[src/rtl/data_path.sv]
// 8-bit CPU datapath: PC, MAR, IR, A, B, CCR, the to/from buses and the ALU.
// Executes the per-cycle load/select strobes issued by control_unit.
module data_path #(
    parameter logic [7:0] RESET_PC = 8'h00
) (
    input  logic       clk,
    input  logic       reset,
    input  logic       IR_LOAD,
    input  logic       MAR_LOAD,
    input  logic       PC_LOAD,
    input  logic       PC_INC,
    input  logic       A_LOAD,
    input  logic       B_LOAD,
    input  logic       CCR_LOAD,
    input  logic [2:0] ALU_SEL,
    input  logic [1:0] TO_MEMORY_BUS_SEL,
    input  logic [1:0] FROM_MEMORY_BUS_SEL,
    input  logic [7:0] from_memory,
    output logic [7:0] address,
    output logic [7:0] to_memory,
    output logic [7:0] IR,
    output logic [3:0] CCR
);

    logic [7:0] pc_r;
    logic [7:0] mar_r;
    logic [7:0] ir_r;
    logic [7:0] a_r;
    logic [7:0] b_r;
    logic [3:0] ccr_r;

    logic [7:0] to_bus_s;
    logic [7:0] from_bus_s;
    logic [7:0] op_x_s;
    logic [7:0] op_y_s;
    logic       is_sub_s;
    logic       is_logic_s;
    logic [8:0] sum_s;
    logic [8:0] diff_s;
    logic [7:0] alu_result_s;
    logic       alu_carry_s;
    logic [3:0] alu_flags_s;

    // {N,Z,V,C}; V compares sign bits against the first operand (minuend for sub-type)
    function automatic logic [3:0] calc_flags(
        input logic [7:0] x,
        input logic [7:0] y,
        input logic [7:0] r,
        input logic       cy,
        input logic       sub,
        input logic       logic_op
    );
        logic n;
        logic z;
        logic v;
        logic c;
        n = r[7];
        z = (r == 8'h00);
        if (logic_op) begin
            v = 1'b0;
            c = 1'b0;
        end else if (sub) begin
            v = (x[7] != y[7]) && (r[7] != x[7]);
            c = cy;
        end else begin
            v = (x[7] == y[7]) && (r[7] != x[7]);
            c = cy;
        end
        return {n, z, v, c};
    endfunction

    // Source mux for the bus that feeds memory write data
    always_comb begin
        to_bus_s = 8'h00;
        case (TO_MEMORY_BUS_SEL)
            2'b00:   to_bus_s = pc_r;
            2'b01:   to_bus_s = a_r;
            2'b10:   to_bus_s = b_r;
            2'b11:   to_bus_s = 8'h00;
            default: to_bus_s = 8'h00;
        endcase
    end

    // Source mux for the bus that feeds every register load
    always_comb begin
        from_bus_s = 8'h00;
        case (FROM_MEMORY_BUS_SEL)
            2'b00:   from_bus_s = alu_result_s;
            2'b01:   from_bus_s = to_bus_s;
            2'b10:   from_bus_s = from_memory;
            2'b11:   from_bus_s = 8'h00;
            default: from_bus_s = 8'h00;
        endcase
    end

    // ALU operand selection: INC/DEC reuse the adder/subtractor with a constant 1
    always_comb begin
        op_x_s     = a_r;
        op_y_s     = b_r;
        is_sub_s   = 1'b0;
        is_logic_s = 1'b0;
        case (ALU_SEL)
            3'b000: begin op_x_s = a_r; op_y_s = b_r;   end
            3'b001: begin op_x_s = a_r; op_y_s = b_r;   is_sub_s = 1'b1; end
            3'b010: begin op_x_s = a_r; op_y_s = b_r;   is_logic_s = 1'b1; end
            3'b011: begin op_x_s = a_r; op_y_s = b_r;   is_logic_s = 1'b1; end
            3'b100: begin op_x_s = a_r; op_y_s = 8'h01; end
            3'b101: begin op_x_s = b_r; op_y_s = 8'h01; end
            3'b110: begin op_x_s = a_r; op_y_s = 8'h01; is_sub_s = 1'b1; end
            3'b111: begin op_x_s = b_r; op_y_s = 8'h01; is_sub_s = 1'b1; end
            default: begin op_x_s = a_r; op_y_s = b_r;  end
        endcase
    end

    assign sum_s  = {1'b0, op_x_s} + {1'b0, op_y_s};
    assign diff_s = {1'b0, op_x_s} - {1'b0, op_y_s};

    // ALU result and carry/borrow; diff bit 8 is set exactly when x < y unsigned
    always_comb begin
        alu_result_s = 8'h00;
        alu_carry_s  = 1'b0;
        if (is_logic_s) begin
            if (ALU_SEL[0]) begin
                alu_result_s = a_r | b_r;
            end else begin
                alu_result_s = a_r & b_r;
            end
        end else if (is_sub_s) begin
            alu_result_s = diff_s[7:0];
            alu_carry_s  = diff_s[8];
        end else begin
            alu_result_s = sum_s[7:0];
            alu_carry_s  = sum_s[8];
        end
    end

    assign alu_flags_s = calc_flags(op_x_s, op_y_s, alu_result_s, alu_carry_s,
                                    is_sub_s, is_logic_s);

    // Program counter: branch load beats increment, increment wraps naturally
    always_ff @(posedge clk or posedge reset) begin
        if (reset) begin
            pc_r <= RESET_PC;
        end else if (PC_LOAD) begin
            pc_r <= from_bus_s;
        end else if (PC_INC) begin
            pc_r <= pc_r + 8'h01;
        end else begin
            pc_r <= pc_r;
        end
    end

    // Datapath registers, each loading the shared from_bus value on its strobe
    always_ff @(posedge clk or posedge reset) begin
        if (reset) begin
            mar_r <= 8'h00;
            ir_r  <= 8'h00;
            a_r   <= 8'h00;
            b_r   <= 8'h00;
        end else begin
            if (MAR_LOAD) mar_r <= from_bus_s;
            if (IR_LOAD)  ir_r  <= from_bus_s;
            if (A_LOAD)   a_r   <= from_bus_s;
            if (B_LOAD)   b_r   <= from_bus_s;
        end
    end

    // Condition codes capture this cycle's ALU flags on request
    always_ff @(posedge clk or posedge reset) begin
        if (reset) begin
            ccr_r <= 4'h0;
        end else if (CCR_LOAD) begin
            ccr_r <= alu_flags_s;
        end else begin
            ccr_r <= ccr_r;
        end
    end

    assign address   = mar_r;
    assign to_memory = to_bus_s;
    assign IR        = ir_r;
    assign CCR       = ccr_r;

endmodule

[config.mk]
export PLATFORM = sky130hd
export DESIGN_NAME = data_path
export DESIGN_NICKNAME = d
export VERILOG_FILES = /design/src/rtl/data_path.sv
export SDC_FILE = /design/constraint.sdc
export NUM_CORES = 1
export LEC_CHECK = 0
export ABC_AREA = 1
export BUFFER_PORTS_ARGS = -buffer_cell sky130_fd_sc_hd__buf_2
export CORE_MARGIN = 5
export CORE_UTILIZATION = 50
export CTS_BUF_LIST = sky130_fd_sc_hd__clkbuf_16
export DETAILED_ROUTE_END_ITERATION = 8
export PLACE_DENSITY = 0.78
export SLEW_MARGIN = 20
export SYNTH_ARGS = -nofsm -noshare
export SYNTH_HDL_FRONTEND = slang
export SYNTH_SLANG_ARGS = --single-unit
[constraint.sdc]
create_clock -name clk -period 6.7 [get_ports clk]
set_input_delay 1.005 -clock clk [delete_from_list [all_inputs] [get_ports clk]]
set_output_delay 1.005 -clock clk [all_outputs]
set_load 0.005 [all_outputs]
==> results.sh <==
export IMPL_critPathMaxStageDelay_ns=0.48
export IMPL_maxSlewViolCount=0
export IMPL_finalSetupTns_ns=0
export IMPL_cts_path_max_buffers=2
export IMPL_cp_slowest_cell="fa_1"
export IMPL_drc_errors=0
export IMPL_drt_wl_total_mm=9.039
export IMPL_wire_per_inst_um=13.95
export IMPL_ys_seq_area_share_pct=31.99
export IMPL_detail_route_first_pass_iterations=5
export IMPL_slew_headroom_pct=54.78
export IMPL_grt_total_usage_pct=22.17
export IMPL_synth_top_cell_by_area="dfrtp_1"
export IMPL_layout_setup_ws_ns=2.954
export IMPL_gp_congestion=0.9529
export IMPL_viasPerCell=5.332
export IMPL_grt_pass1_wl_mm=15.41
export IMPL_synth_edff_count=0
export IMPL_required_ns=6.86
export IMPL_rsz0062_at_grt="no"
export IMPL_run_status="finished, final reports clean"
export IMPL_start_kind="input port"
export IMPL_synth_cell_types=34
export IMPL_worstPathCellList="buf_2, inv_1, o21ai_2, nand2_1, o21ai_0, inv_1, fa_1, xor2_1, nand2_1, o21ai_0, nand2_1, o21ai_0, nand2_1, nand3_1, nand2_1, o21ai_0"
export IMPL_syn_num_nets=562
export IMPL_grt_pass1_vias=3409
export IMPL_max_cap_viol_count=0
export IMPL_cts_num_sinks=44
export IMPL_die_area_mm2=0.008643
export IMPL_drive_gt1_share_pct=13.91
export IMPL_synth_warnings=0
export IMPL_hold_path_class="flop to flop"
export IMPL_io_pins=52
export IMPL_synth_seq_cells=44
export IMPL_skew_ns=0.003453
export IMPL_hold_buffers=0
export IMPL_htreeDepth=2
export IMPL_fill_cells=663
export IMPL_critPathBufInv=3
export IMPL_clkTransAtPathRegs_ns=0.06
export IMPL_dpl_hpwl_mm=7.101
export IMPL_cts_resized=0
export IMPL_ir_worst_vdd_uv=169.3
export IMPL_hold_viol=0
export IMPL_syn_avg_cell_area_um2=6.645
export IMPL_cts_tree="built"
export IMPL_nNetsFinal=611
export IMPL_area_growth_syn_to_layout_pct=13.45
export IMPL_cp_common_cell="nand2_1"
export IMPL_period_minus_slack_ns=3.746
export IMPL_cp_top_family="compound AO/OA/AOI/OAI gates"
export IMPL_vias=3455
export IMPL_die_w_um=92.97
export IMPL_synth_area_top_cells="dfrtp_1, nand2_1, inv_1"
export IMPL_grt_max_degree=45
export IMPL_core_mm2=0.006756
export IMPL_cp_end_kind="flop"
export IMPL_period_share_pct=55.91
export IMPL_yosys_area_top_type_share_pct=31.99
export IMPL_cts_root_buf="clkbuf_16"
export IMPL_worstPathArrival_ns=3.90
export IMPL_grt_antenna_before_repair=0
export IMPL_portBuffers=51
export IMPL_synthCells=518
export IMPL_dpl_worst_slack_ns=2.764
export IMPL_synth_main_ff_cell="dfrtp_1"
export IMPL_p_leak_nw=2.195
export IMPL_first_iter_violations=197
export IMPL_syn_area_mm2=0.003442
export IMPL_clock_latency_ns=0.28
export IMPL_async_flop_share_pct=100.0
export IMPL_start_util_pct=50.94
export IMPL_tightest_slew_ns=0.6759
export IMPL_grt_overflow_total=0
export IMPL_cts_made_buffers=5
export IMPL_finalSetupViolCount=0
export IMPL_ant_nets=0
export IMPL_post_cts_buffers=0
export IMPL_rows=30
export IMPL_critPathMaxFanout=17
export IMPL_die_y_um=92.97
export IMPL_cellPowerDensity_mw_per_mm2=254.2
export IMPL_diodes=0
export IMPL_path_class="input port to flop"
export IMPL_max_freq_ghz=0.2669
logic make-up (layout without fill, tap and decap cells):
group / Yosys count / after routing / synth area share, %
flip-flops: 44 / 44 / 31.99
XOR/XNOR: 7 / 7 / 1.781
AO/OA/AOI/OAI: 78 / 78 / 13.34
adder cells (fa/ha/maj): 20 / 20 / 7.706
buffers and inverters: 81 / 131 / 9.778
AND/OR/NAND/NOR: 288 / 288 / 35.41
per-stage QoR:
stage          hold slack [ns]  power [mW]  utilization [%]  cells  cell area (um2)
2_1_floorplan           0.4489      0.6102                -    518             3442
3_3_place_gp            0.4599      0.7070            55.31    640             3737
3_5_place_dp            0.4607      0.7144            55.31    640             3737
4_1_cts                 0.4781      0.9914            57.80    648             3905
5_1_grt                 0.5017       1.068            57.80    648             3905
6_report                0.4732      0.9926            57.80    648             3905
cell usage after synthesis, types with 2 or more instances:
library cell and instances:
nand2_1 198, inv_1 67, dfrtp_1 44, o21ai_0 36, nand3_1 34, nor2_1 34
a21oi_1 19, ha_1 18, buf_2 6, nand2_2 6, xor2_1 6, a22oi_1 5
nor3_1 4, o221ai_1 4, buf_6 3, inv_2 3, nand3_2 3, nand3b_1 3
nand4_1 3, o211ai_1 3, o21ai_1 3, a22o_1 2, fa_1 2, o211ai_2 2
layer usage:
metal	GRT usage [%]	wire (um)	vias to the layer above
met1	27.73	3848	1569
li1	-	-	1748
met4	8.669	228	0
met5	0	0	-
met3	3.379	604	17
met2	38.33	4357	121
final cells by class:
class / instances / area (um2) / area share [%]
tap: 80 / 100.1 / 2.563
clock inverter: 3 / 42.54 / 1.089
inverter: 71 / 269.0 / 6.889
multi-input combinational: 393 / 2004 / 51.33
timing repair buffer: 52 / 262.8 / 6.729
sequential: 44 / 1101 / 28.20
clock buffer: 5 / 125.1 / 3.204
registers in the layout (all words and copies together) (netlist names):
name	flops
IR	8
a_r	8
address	8
b_r	8
pc_r	8
CCR	4
path summary, 6_finish.rpt:
check | endpoint | slack, ns | depth (start not counted) | from
max | b_r[2] | 2.95 | 16 | ALU_SEL[0]
min in group asynchronous | IR[4] | 0.87 | 3 | reset
max in group asynchronous | b_r[0] | 5.45 | 3 | reset
max reg2reg | b_r[2] | 3.99 | 12 | a_r[1]
min | IR[0] | 0.47 | 2 | IR[0]
min reg2reg | IR[0] | 0.47 | 2 | IR[0]
cells in the final DEF (no fill, tap or decap), types with 4 or more instances in the layout:
cell type	Yosys	routed
a22oi_1	5	5
nand3_1	34	34
o21ai_0	36	36
xor2_1	6	6
nand2_1	198	198
ha_1	18	18
nor3_1	4	4
inv_1	67	67
a21oi_1	19	19
nand2_2	6	6
clkbuf_16	0	5
o221ai_1	4	4
dfrtp_1	44	44
buf_2	6	51
nor2_1	34	34
where the power goes:
group	switching (mW)	internal [mW]	total, mW	leakage, nW
clock network	0.100	0.175	0.275	0.0814
logic	0.241	0.135	0.375	1.55
registers	0.0339	0.308	0.342	0.566
total	0.375	0.618	0.993	2.19
worst reg2reg max path, cell delays in order, from the launching register on:
cell and delay, ns:
dfrtp_1 0.44, o21ai_0 0.38, inv_1 0.18, fa_1 0.48, xor2_1 0.18, nand2_1 0.08, o21ai_0 0.07, nand2_1 0.06
o21ai_0 0.15, nand2_1 0.11, nand3_1 0.24, nand2_1 0.14, o21ai_0 0.08
Power figures use the tool's default switching activity.
